<file path="config.mk">
export PLATFORM = sky130hd
export DESIGN_NAME = mem_bus_arbiter_flat
export DESIGN_NICKNAME = d
export VERILOG_FILES = /design/src/rtl/mem_bus_arbiter_if.sv /design/src/rtl/mem_bus_arbiter.sv /design/src/flat_wrapper.sv
export SDC_FILE = /design/constraint.sdc
export NUM_CORES = 1
export LEC_CHECK = 0
export ABC_AREA = 1
export BUFFER_PORTS_ARGS = -buffer_cell sky130_fd_sc_hd__buf_2
export CAP_MARGIN = 20
export CORE_AREA = 5 5 130 132
export CTS_BUF_LIST = sky130_fd_sc_hd__clkbuf_2
export DETAILED_ROUTE_END_ITERATION = 6
export DIE_AREA = 0 0 135 137
export PLACE_DENSITY = 0.5
export SYNTH_ARGS = -nofsm -noshare
export SYNTH_HDL_FRONTEND = slang
export SYNTH_SLANG_ARGS = --single-unit
</file>
<file path="constraint.sdc">
create_clock -name clk -period 2.97 [get_ports clk]
set_input_delay 0.297 -clock clk [delete_from_list [all_inputs] [get_ports clk]]
set_output_delay 0.297 -clock clk [all_outputs]
set_load 0.005 [all_outputs]
</file>
<file path="src/rtl/mem_bus_arbiter_if.sv">
// Bundle of BIU-side beat handshakes and the shared memory port around the arbiter.
// master = BIUs plus memory (environment), slave = the arbiter itself.
interface mem_bus_arbiter_if #(
    parameter int NUM_REQ = 3,
    parameter int AW      = 32,
    parameter int DW      = 32
);
    logic [NUM_REQ-1:0]    arb_req;
    logic [NUM_REQ*AW-1:0] arb_addr;
    logic [NUM_REQ*DW-1:0] arb_wdata;
    logic [NUM_REQ-1:0]    arb_we;
    logic [NUM_REQ-1:0]    arb_vld;
    logic [NUM_REQ-1:0]    arb_rdy;
    logic [DW-1:0]         arb_rdata;
    logic [NUM_REQ-1:0]    arb_rvld;
    logic [NUM_REQ-1:0]    arb_gnt;
    logic [AW-1:0]         mem_addr;
    logic [DW-1:0]         mem_wdata;
    logic                  mem_we;
    logic                  mem_vld;
    logic                  mem_rdy;
    logic [DW-1:0]         mem_rdata;
    logic                  mem_rvld;

    modport master (
        output arb_req, arb_addr, arb_wdata, arb_we, arb_vld, mem_rdy, mem_rdata, mem_rvld,
        input  arb_rdy, arb_rdata, arb_rvld, arb_gnt, mem_addr, mem_wdata, mem_we, mem_vld
    );

    modport slave (
        input  arb_req, arb_addr, arb_wdata, arb_we, arb_vld, mem_rdy, mem_rdata, mem_rvld,
        output arb_rdy, arb_rdata, arb_rvld, arb_gnt, mem_addr, mem_wdata, mem_we, mem_vld
    );
endinterface

</file>
<file path="src/rtl/mem_bus_arbiter.sv">
// Round-robin burst arbiter for the single accelerator memory port (imap/weight/omap BIUs).
// Grant is held per burst; reads are drained before ownership moves so returns need no tagging.
module mem_bus_arbiter #(
    parameter int NUM_REQ  = 3,
    parameter int AW       = 32,
    parameter int DW       = 32,
    parameter int MAX_OUTS = 8
) (
    input logic              clk,
    input logic              rst,
    mem_bus_arbiter_if.slave bus
);
    localparam int IW = (NUM_REQ > 1) ? $clog2(NUM_REQ) : 1;
    localparam int CW = $clog2(MAX_OUTS) + 1;

    typedef enum logic [1:0] {IDLE, GRANT, DRAIN} state_t;

    state_t             state;
    logic [IW-1:0]      owner;
    logic [IW-1:0]      last;
    logic [IW-1:0]      pick;
    logic               pick_vld;
    logic [CW-1:0]      outs_cnt;
    logic [NUM_REQ-1:0] gnt;
    logic [NUM_REQ-1:0] own_oh;
    logic               own_req;
    logic               own_vld;
    logic               own_we;
    logic               stall;
    logic               fwd;
    logic               rd_inc;
    logic               rd_dec;
    logic               drain_done;

    // Scan starts just after the last served requester, so each waiter is reached within NUM_REQ bursts.
    always_comb begin
        int idx;
        idx      = 0;
        pick     = '0;
        pick_vld = 1'b0;
        for (int k = 1; k <= NUM_REQ; k++) begin
            idx = (int'(last) + k) % NUM_REQ;
            if (!pick_vld && bus.arb_req[idx]) begin
                pick     = IW'(idx);
                pick_vld = 1'b1;
            end
        end
    end

    assign own_oh  = NUM_REQ'(1) << owner;
    assign own_req = bus.arb_req[owner];
    assign own_vld = bus.arb_vld[owner];
    assign own_we  = bus.arb_we[owner];

    // Only reads are throttled by the outstanding limit; a dropped req blocks the same-cycle beat.
    assign stall = ~own_we & (outs_cnt == CW'(MAX_OUTS));
    assign fwd   = (state == GRANT) & own_req & ~stall;

    assign bus.mem_vld   = fwd & own_vld;
    assign bus.arb_rdy   = (fwd & bus.mem_rdy) ? own_oh : '0;
    assign bus.mem_we    = (state == GRANT) & own_we;
    assign bus.mem_addr  = (state == GRANT) ? bus.arb_addr[owner*AW +: AW] : '0;
    assign bus.mem_wdata = (state == GRANT) ? bus.arb_wdata[owner*DW +: DW] : '0;
    assign bus.arb_gnt   = gnt;

    assign bus.arb_rvld  = ((state != IDLE) && bus.mem_rvld) ? own_oh : '0;
    assign bus.arb_rdata = (state != IDLE) ? bus.mem_rdata : '0;

    assign rd_inc     = bus.mem_vld & bus.mem_rdy & ~bus.mem_we;
    assign rd_dec     = bus.mem_rvld & (outs_cnt != '0);
    assign drain_done = (outs_cnt == '0) & ~bus.mem_rvld;

    always_ff @(posedge clk) begin
        if (rst) begin
            state    <= IDLE;
            gnt      <= '0;
            owner    <= '0;
            last     <= IW'(NUM_REQ - 1);
            outs_cnt <= '0;
        end else begin
            case ({rd_inc, rd_dec})
                2'b10:   outs_cnt <= outs_cnt + 1'b1;
                2'b01:   outs_cnt <= outs_cnt - 1'b1;
                default: ;
            endcase
            case (state)
                IDLE: if (pick_vld) begin
                    owner <= pick;
                    gnt   <= NUM_REQ'(1) << pick;
                    state <= GRANT;
                end
                GRANT: if (!own_req) state <= DRAIN;
                DRAIN: if (drain_done) begin
                    last  <= owner;
                    gnt   <= '0;
                    state <= IDLE;
                end
                default: state <= IDLE;
            endcase
        end
    end
endmodule

</file>
<file path="src/flat_wrapper.sv">
// flat-port wrapper written by rule: the top's interface ports become plain ports
module mem_bus_arbiter_flat 
#(
    parameter int NUM_REQ  = 3,
    parameter int AW       = 32,
    parameter int DW       = 32,
    parameter int MAX_OUTS = 8
)
  (clk, rst, bus_arb_req, bus_arb_addr, bus_arb_wdata, bus_arb_we, bus_arb_vld, bus_mem_rdy, bus_mem_rdata, bus_mem_rvld, bus_arb_rdy, bus_arb_rdata, bus_arb_rvld, bus_arb_gnt, bus_mem_addr, bus_mem_wdata, bus_mem_we, bus_mem_vld);
  mem_bus_arbiter_if #(.NUM_REQ(NUM_REQ), .AW(AW), .DW(DW)) bus_i ();
  input logic clk;
  input logic rst;
  input wire logic [$bits(bus_i.arb_req)-1:0] bus_arb_req;
  input wire logic [$bits(bus_i.arb_addr)-1:0] bus_arb_addr;
  input wire logic [$bits(bus_i.arb_wdata)-1:0] bus_arb_wdata;
  input wire logic [$bits(bus_i.arb_we)-1:0] bus_arb_we;
  input wire logic [$bits(bus_i.arb_vld)-1:0] bus_arb_vld;
  input wire logic [$bits(bus_i.mem_rdy)-1:0] bus_mem_rdy;
  input wire logic [$bits(bus_i.mem_rdata)-1:0] bus_mem_rdata;
  input wire logic [$bits(bus_i.mem_rvld)-1:0] bus_mem_rvld;
  output wire logic [$bits(bus_i.arb_rdy)-1:0] bus_arb_rdy;
  output wire logic [$bits(bus_i.arb_rdata)-1:0] bus_arb_rdata;
  output wire logic [$bits(bus_i.arb_rvld)-1:0] bus_arb_rvld;
  output wire logic [$bits(bus_i.arb_gnt)-1:0] bus_arb_gnt;
  output wire logic [$bits(bus_i.mem_addr)-1:0] bus_mem_addr;
  output wire logic [$bits(bus_i.mem_wdata)-1:0] bus_mem_wdata;
  output wire logic [$bits(bus_i.mem_we)-1:0] bus_mem_we;
  output wire logic [$bits(bus_i.mem_vld)-1:0] bus_mem_vld;
  assign bus_i.arb_req = bus_arb_req;
  assign bus_i.arb_addr = bus_arb_addr;
  assign bus_i.arb_wdata = bus_arb_wdata;
  assign bus_i.arb_we = bus_arb_we;
  assign bus_i.arb_vld = bus_arb_vld;
  assign bus_i.mem_rdy = bus_mem_rdy;
  assign bus_i.mem_rdata = bus_mem_rdata;
  assign bus_i.mem_rvld = bus_mem_rvld;
  assign bus_arb_rdy = bus_i.arb_rdy;
  assign bus_arb_rdata = bus_i.arb_rdata;
  assign bus_arb_rvld = bus_i.arb_rvld;
  assign bus_arb_gnt = bus_i.arb_gnt;
  assign bus_mem_addr = bus_i.mem_addr;
  assign bus_mem_wdata = bus_i.mem_wdata;
  assign bus_mem_we = bus_i.mem_we;
  assign bus_mem_vld = bus_i.mem_vld;
  mem_bus_arbiter #(.NUM_REQ(NUM_REQ), .AW(AW), .DW(DW), .MAX_OUTS(MAX_OUTS)) u_core (.clk(clk), .rst(rst), .bus(bus_i));
endmodule
</file>
After elaboration in Yosys (flattened, before gate mapping)
Cells that the tools add are included.
Widths: inputs -> output; s select.

storage, ports and cells
  bits of input ports = 237
  output and inout bits = 107
  register bits = 13
  logic and storage cells = 92

operators by class
  order comparisons = 4
  multiplexer cells = 34
  eq/ne operators = 8
  reductions and logical operators = 15
  add/sub/neg operators = 5
  divide/modulo/power cells = 3
  shift operators = 4
  bitwise gates (word level) = 14

operator list
  cell                   number
  $shiftx 96x8->32       2
  $lt 32x4->1 const B    3
  $mod 32x3->32 const B  3
  $mux 32                3
  $bmux 1 s2             6
  $mux 1                 12
  $mux 2                 6
  $mux 3                 4
  $and 1x1->1            10
  $pmux 4 s2             1
  $add 2x2->3 const B    2
  $pmux 2 s3             1
  $pmux 3 s2             1
  $reduce_and 3->1       2
  $reduce_bool 2->1      3
  $shl 1x2->3 const A    2
  $add 4x1->4 const B    1
  $eq 2x1->1 const B     2
  $eq 2x2->1 const B     2
  $eq 4x4->1 const B     1
  $logic_not 4->1        1
  $ne 2x1->1 const B     2
  $not 1->1              4
  $reduce_and 2->1       2
  8 further kinds        11

Logic depth before layout (Yosys ltp)
  depth after elaboration = 15
  mapped depth = 20
  mapped depth without buffers = 20

Least setup slack after synthesis
No wires, ideal clock.

  path kind = reg-to-reg
  start point = register u_core.owner[0]
  end point = register u_core.outs_cnt[3]
  setup slack = 0.676 ns
  arrival = 2.174 ns
  period minus slack after synthesis = 2.294 ns
  setup time = 0.120 ns
  path buffers = 0
  stages on the path, launching flop included = 18
  data required time = 2.850 ns
  cells stage by stage = dfxtp_1 > nand2_4 > o221ai_2 > nand2_1 > clkinv_1 > nand2_1 > nor2_2 > nand3_1 > ha_1 > ha_1 > nand2_1 > nand2_1 > a21oi_1 > nor2_1 > nor2_1 > nand2_1 > o21ai_0 > a21oi_1

between the ends
  cells in the longest elaborated chain, start to end = 11
  elaborated cells between the ends (all ways) = 20
  classes of those cells = 2 x eq/ne; 7 x mux; 10 x bitwise; 1 x reduce/logical

RTL lines
  item                                             RTL line               RTL
  start: declaration                               mem_bus_arbiter.sv:19  logic [IW-1:0] owner;
  start signal: assignment                         mem_bus_arbiter.sv:88  owner <= pick;
  $bmux 1 s2                                       mem_bus_arbiter.sv:53  assign own_we = bus.arb_we[owner];
  $mux 1 (not written as such)                     mem_bus_arbiter.sv:53
  $not 1->1                                        mem_bus_arbiter.sv:56  assign stall = ~own_we & (outs_cnt == CW'(MAX_OUTS));
  $and 1x1->1                                      mem_bus_arbiter.sv:56
  $not 1->1                                        mem_bus_arbiter.sv:57  assign fwd = (state == GRANT) & own_req & ~stall;
  $and 1x1->1                                      mem_bus_arbiter.sv:57
  $and 1x1->1 (*)                                  mem_bus_arbiter.sv:59  assign bus.mem_vld = fwd & own_vld;
  net bus_mem_vld                                  flat_wrapper.sv:28     output wire logic [$bits(bus_i.mem_vld)-1:0] bus_mem_vld;
  $and 1x1->1 (*) (2 in a row)                     mem_bus_arbiter.sv:69  assign rd_inc = bus.mem_vld & bus.mem_rdy & ~bus.mem_we;
  $eq 2x1->1 or $eq 2x2->1 (tied branches)         mem_bus_arbiter.sv:81  case ({rd_inc, rd_dec})
  $pmux 4 s2 or $reduce_bool 2->1 (tied branches)  -
  end signal: assignment                           mem_bus_arbiter.sv:82  2'b10: outs_cnt <= outs_cnt + 1'b1;
  end signal: assignment                           mem_bus_arbiter.sv:83  2'b01: outs_cnt <= outs_cnt - 1'b1;
  end: declaration                                 mem_bus_arbiter.sv:23  logic [CW-1:0] outs_cnt;

Mark *: on every way through the listed nets, which the timed path passes. The rest lies on a longest branch. The select of a mux whose other input is x is not followed.
A chain may end at the register's enable or synchronous reset.

Worst setup path after layout
  start point = register u_core.owner[1]
  end point = register u_core.outs_cnt[3]

between the ends
  cells in the longest elaborated chain, start to end = 11
  elaborated cells between the ends (all ways) = 20
  classes of those cells = 2 x eq/ne; 7 x mux; 10 x bitwise; 1 x reduce/logical

RTL lines
  item                                             RTL line
  $bmux 1 s2                                       mem_bus_arbiter.sv:53
  $mux 1 (not written as such)                     mem_bus_arbiter.sv:53
  $not 1->1                                        mem_bus_arbiter.sv:56
  $and 1x1->1                                      mem_bus_arbiter.sv:56
  $not 1->1                                        mem_bus_arbiter.sv:57
  $and 1x1->1                                      mem_bus_arbiter.sv:57
  $and 1x1->1                                      mem_bus_arbiter.sv:59
  $and 1x1->1                                      mem_bus_arbiter.sv:69
  $and 1x1->1 (*)                                  mem_bus_arbiter.sv:69
  $eq 2x1->1 or $eq 2x2->1 (tied branches)         mem_bus_arbiter.sv:81
  $pmux 4 s2 or $reduce_bool 2->1 (tied branches)  -

Mark *: on every way between the ends. The rest lies on a longest branch, timed or not. The select of a mux whose other input is x is not followed.

==> results.cfg <==
[layout]
areaGrowthSynthToFinish_pct = 64.9
nets = 1206
postLayoutCoreUtil_pct = 31.1
post_route_cells_drive_above_1_share_pct = 39.4

[floorplan]
die_h_um = 137
io-pin-count = 344
die-area_sq_um = 18500
core_sq_um = 15600
start_util_pct = 18.9
fp.dieW_um = 135
rows = 46

[global_routing]
use_met3_pct = 3.86
busiest_layer = met2
grt-ovfl-total = 0
antenna_found_initial = 2
grt_use_met1_pct = 17.7
grt_pass1_vias = 4571
grt_pass1_wl_um = 23100
grt_max_degree = 66
grt_use_met2_pct = 29.0
track_usage_pct = 15.3

[yosys]
synth-seq-cells = 13
synth_top_area_share_pct = 37.9
ys_warn_count = 0
syn_nets = 883
synthArstFlopShare_pct = 0
netlist_top_cells_area = nand2_1 38%, inv_1 15%, nand3_1 13%
synth_common_cells = 297 x nand2_1, 117 x inv_1, 75 x nand3_1
yosysTopAreaCell = nand2_1
ys.flop_type = dfxtp_1
synth_cells = 640
yosys.cell_types.count = 30
avgSynthCellArea_sq_um = 4.60
synth_edf_count = 0
syn_area_sq_um = 2940
yosysSeqAreaShare_pct = 8.84
synth.most_common_cell = nand2_1

[worst_setup_path]
critical_path.slowest_cell = dfxtp_1
worst_path_most_repeated_cell = nand2_1
critPathCaptureType = register
max_stage_delay_ns = 0.48
cp_data_arrival_time_ns = 2.75
critical_path_buf_inv_count = 3
cp-start-kind = register
path_class = reg2reg
cp_max_fo = 5
crit_path_cell_trace = inv_2, nor2_4, inv_2, o21ai_2, inv_2, nand3_1, nand2_1, nor2_2, nand3_1, ha_1, ha_1, nand2_1, nand2_1, a21oi_1, nor2_1, nor2_1, nand2_1, o21ai_0, a21oi_1
worstPathRequired_ns = 3.16
critPathTopFamily = simple AND/OR/NAND/NOR gates

[job]
drv_cap = 0

[sta]
final.setup.tns_ns = 0
period_minus_slack_ns = 2.56
tightestPinTransition_ns = 0.725
min_period_over_period_pct = 86.2
rsz0062_at_grt = no
clock.fmax_mhz = 391
relSlewSlack_pct = 51.7
finalMaxSlewViolations = 0
finClkSkew_ns = 0.0109
finalHoldViolations = 0
setup_viol = 0

[outcome]
outcome = finished, final reports clean

[route]
drt-pass1-iter-count = 4
antenna_left = 0
drt_iter0_markers = 214
drt-total-wl_um = 15500
routed_via_density = 4.07
drc = 0
vias = 4798
routedWlPerCell_um = 13.1

[cts]
clk_latency_ns = 0.28
cts_resized = 0
cts_setup_buffers = 0
cts.path.max_buffers = 2
htreeDepth = 1
cts_hold_buffers = 0
cts_buffers = 3
cts-root-buf = clkbuf_2
tritoncts = done
cts.clk_slew.worst_paths_ns = 0.14
cts.sinks = 13

[min_path]
hold_class = in2reg

[placement]
place_hpwl_um = 12800
io_buffers = 343
place_congestion = 0.852

[power_and_ir_drop]
peakVddDrop_mv = 0.230
power_per_cell_area_nw_per_um2 = 433
p_total_mw = 2.10
leakagePower_nw = 3.45
[where the power goes]
part | switching [mW] | internal (mW)
logic | 1.04 | 0.699
registers | 0.0450 | 0.218
clock network | 0.0629 | 0.0357
[cells by family (layout without fill, tap and decap cells)]
logic type / after synthesis / after routing / synth area share (%)
AND/OR/NAND/NOR: 432 / 432 / 59.6
buffers and inverters: 159 / 481 / 22.0
AO/OA/AOI/OAI: 29 / 29 / 6.46
flip-flops: 13 / 13 / 8.84
adder cells (fa/ha/maj): 6 / 6 / 2.81
XOR/XNOR: 1 / 1 / 0.298
other: 0 / 2 / 0
[final timing paths]
check                        start               endpoint  slack, ns  cells after the start
min reg2reg  u_core.bus.arb_gnt[2]  u_core.bus.arb_gnt[2]       0.49                      2
max reg2reg        u_core.owner[1]     u_core.outs_cnt[3]       0.41                     19
max                u_core.owner[1]     u_core.outs_cnt[3]       0.41                     19
min                            rst        u_core.owner[0]       0.35                      2
[per-layer routing]
metal  wire length (um)  part of all wire (%)  up-vias
met5                  0                     0        -
met4                141                  0.91        0
met3               1500                   9.7       10
met2               7780                    50      230
met1               6040                    39     2028
li1                   -                     -     2530
[cell usage in the layout (no fill, tap or decap)]
cell type | netlist | layout
a31oi_1 | 2 | 2
nand3_1 | 75 | 75
o221ai_2 | 1 | 1
nand3_2 | 1 | 1
nor2_2 | 3 | 3
diode_2 | 0 | 2
buf_2 | 19 | 343
o21ai_1 | 2 | 2
o221ai_1 | 1 | 1
inv_2 | 9 | 9
nand2_1 | 297 | 297
a21oi_1 | 11 | 11
fa_1 | 1 | 1
nand2_4 | 1 | 1
a22oi_1 | 1 | 1
nor2_1 | 50 | 48
nor2_4 | 1 | 3
clkinv_1 | 1 | 1
dfxtp_1 | 13 | 13
a21oi_2 | 3 | 3
xnor2_1 | 1 | 1
o21ai_2 | 1 | 1
buf_4 | 5 | 7
clkbuf_2 | 0 | 4
o21ai_0 | 6 | 6
nand2_2 | 2 | 2
a21oi_4 | 1 | 1
inv_1 | 117 | 117
ha_1 | 5 | 5
nand4_1 | 2 | 2
[sequential cells by signal, indices dropped and copies added, names as in the netlist]
name                count
u_core.last             2
u_core.bus.arb_gnt      3
u_core.owner            2
u_core.state            2
u_core.outs_cnt         4
[through the flow]
step                std cells  setup slack (ns)  instance area (sq um)  hold WS (ns)
CTS                      1178             0.394                   4850         0.334
global route             1180             0.159                   4850         0.332
floorplan                 640             0.676                   2940         0.456
detailed placement       1174             0.434                   4830         0.480
global placement         1174             0.509                   4830         0.479
finish                   1180             0.410                   4850         0.348
[layout make-up]
type	instances	area, sq um
tap	216	270
multi-input combinational	468	2050
fill	1868	10700
inverter	127	477
timing repair buffer	350	1770
antenna	2	5.00
clock buffer	4	20.0
sequential	13	260
Power figures use the tool's default switching activity.
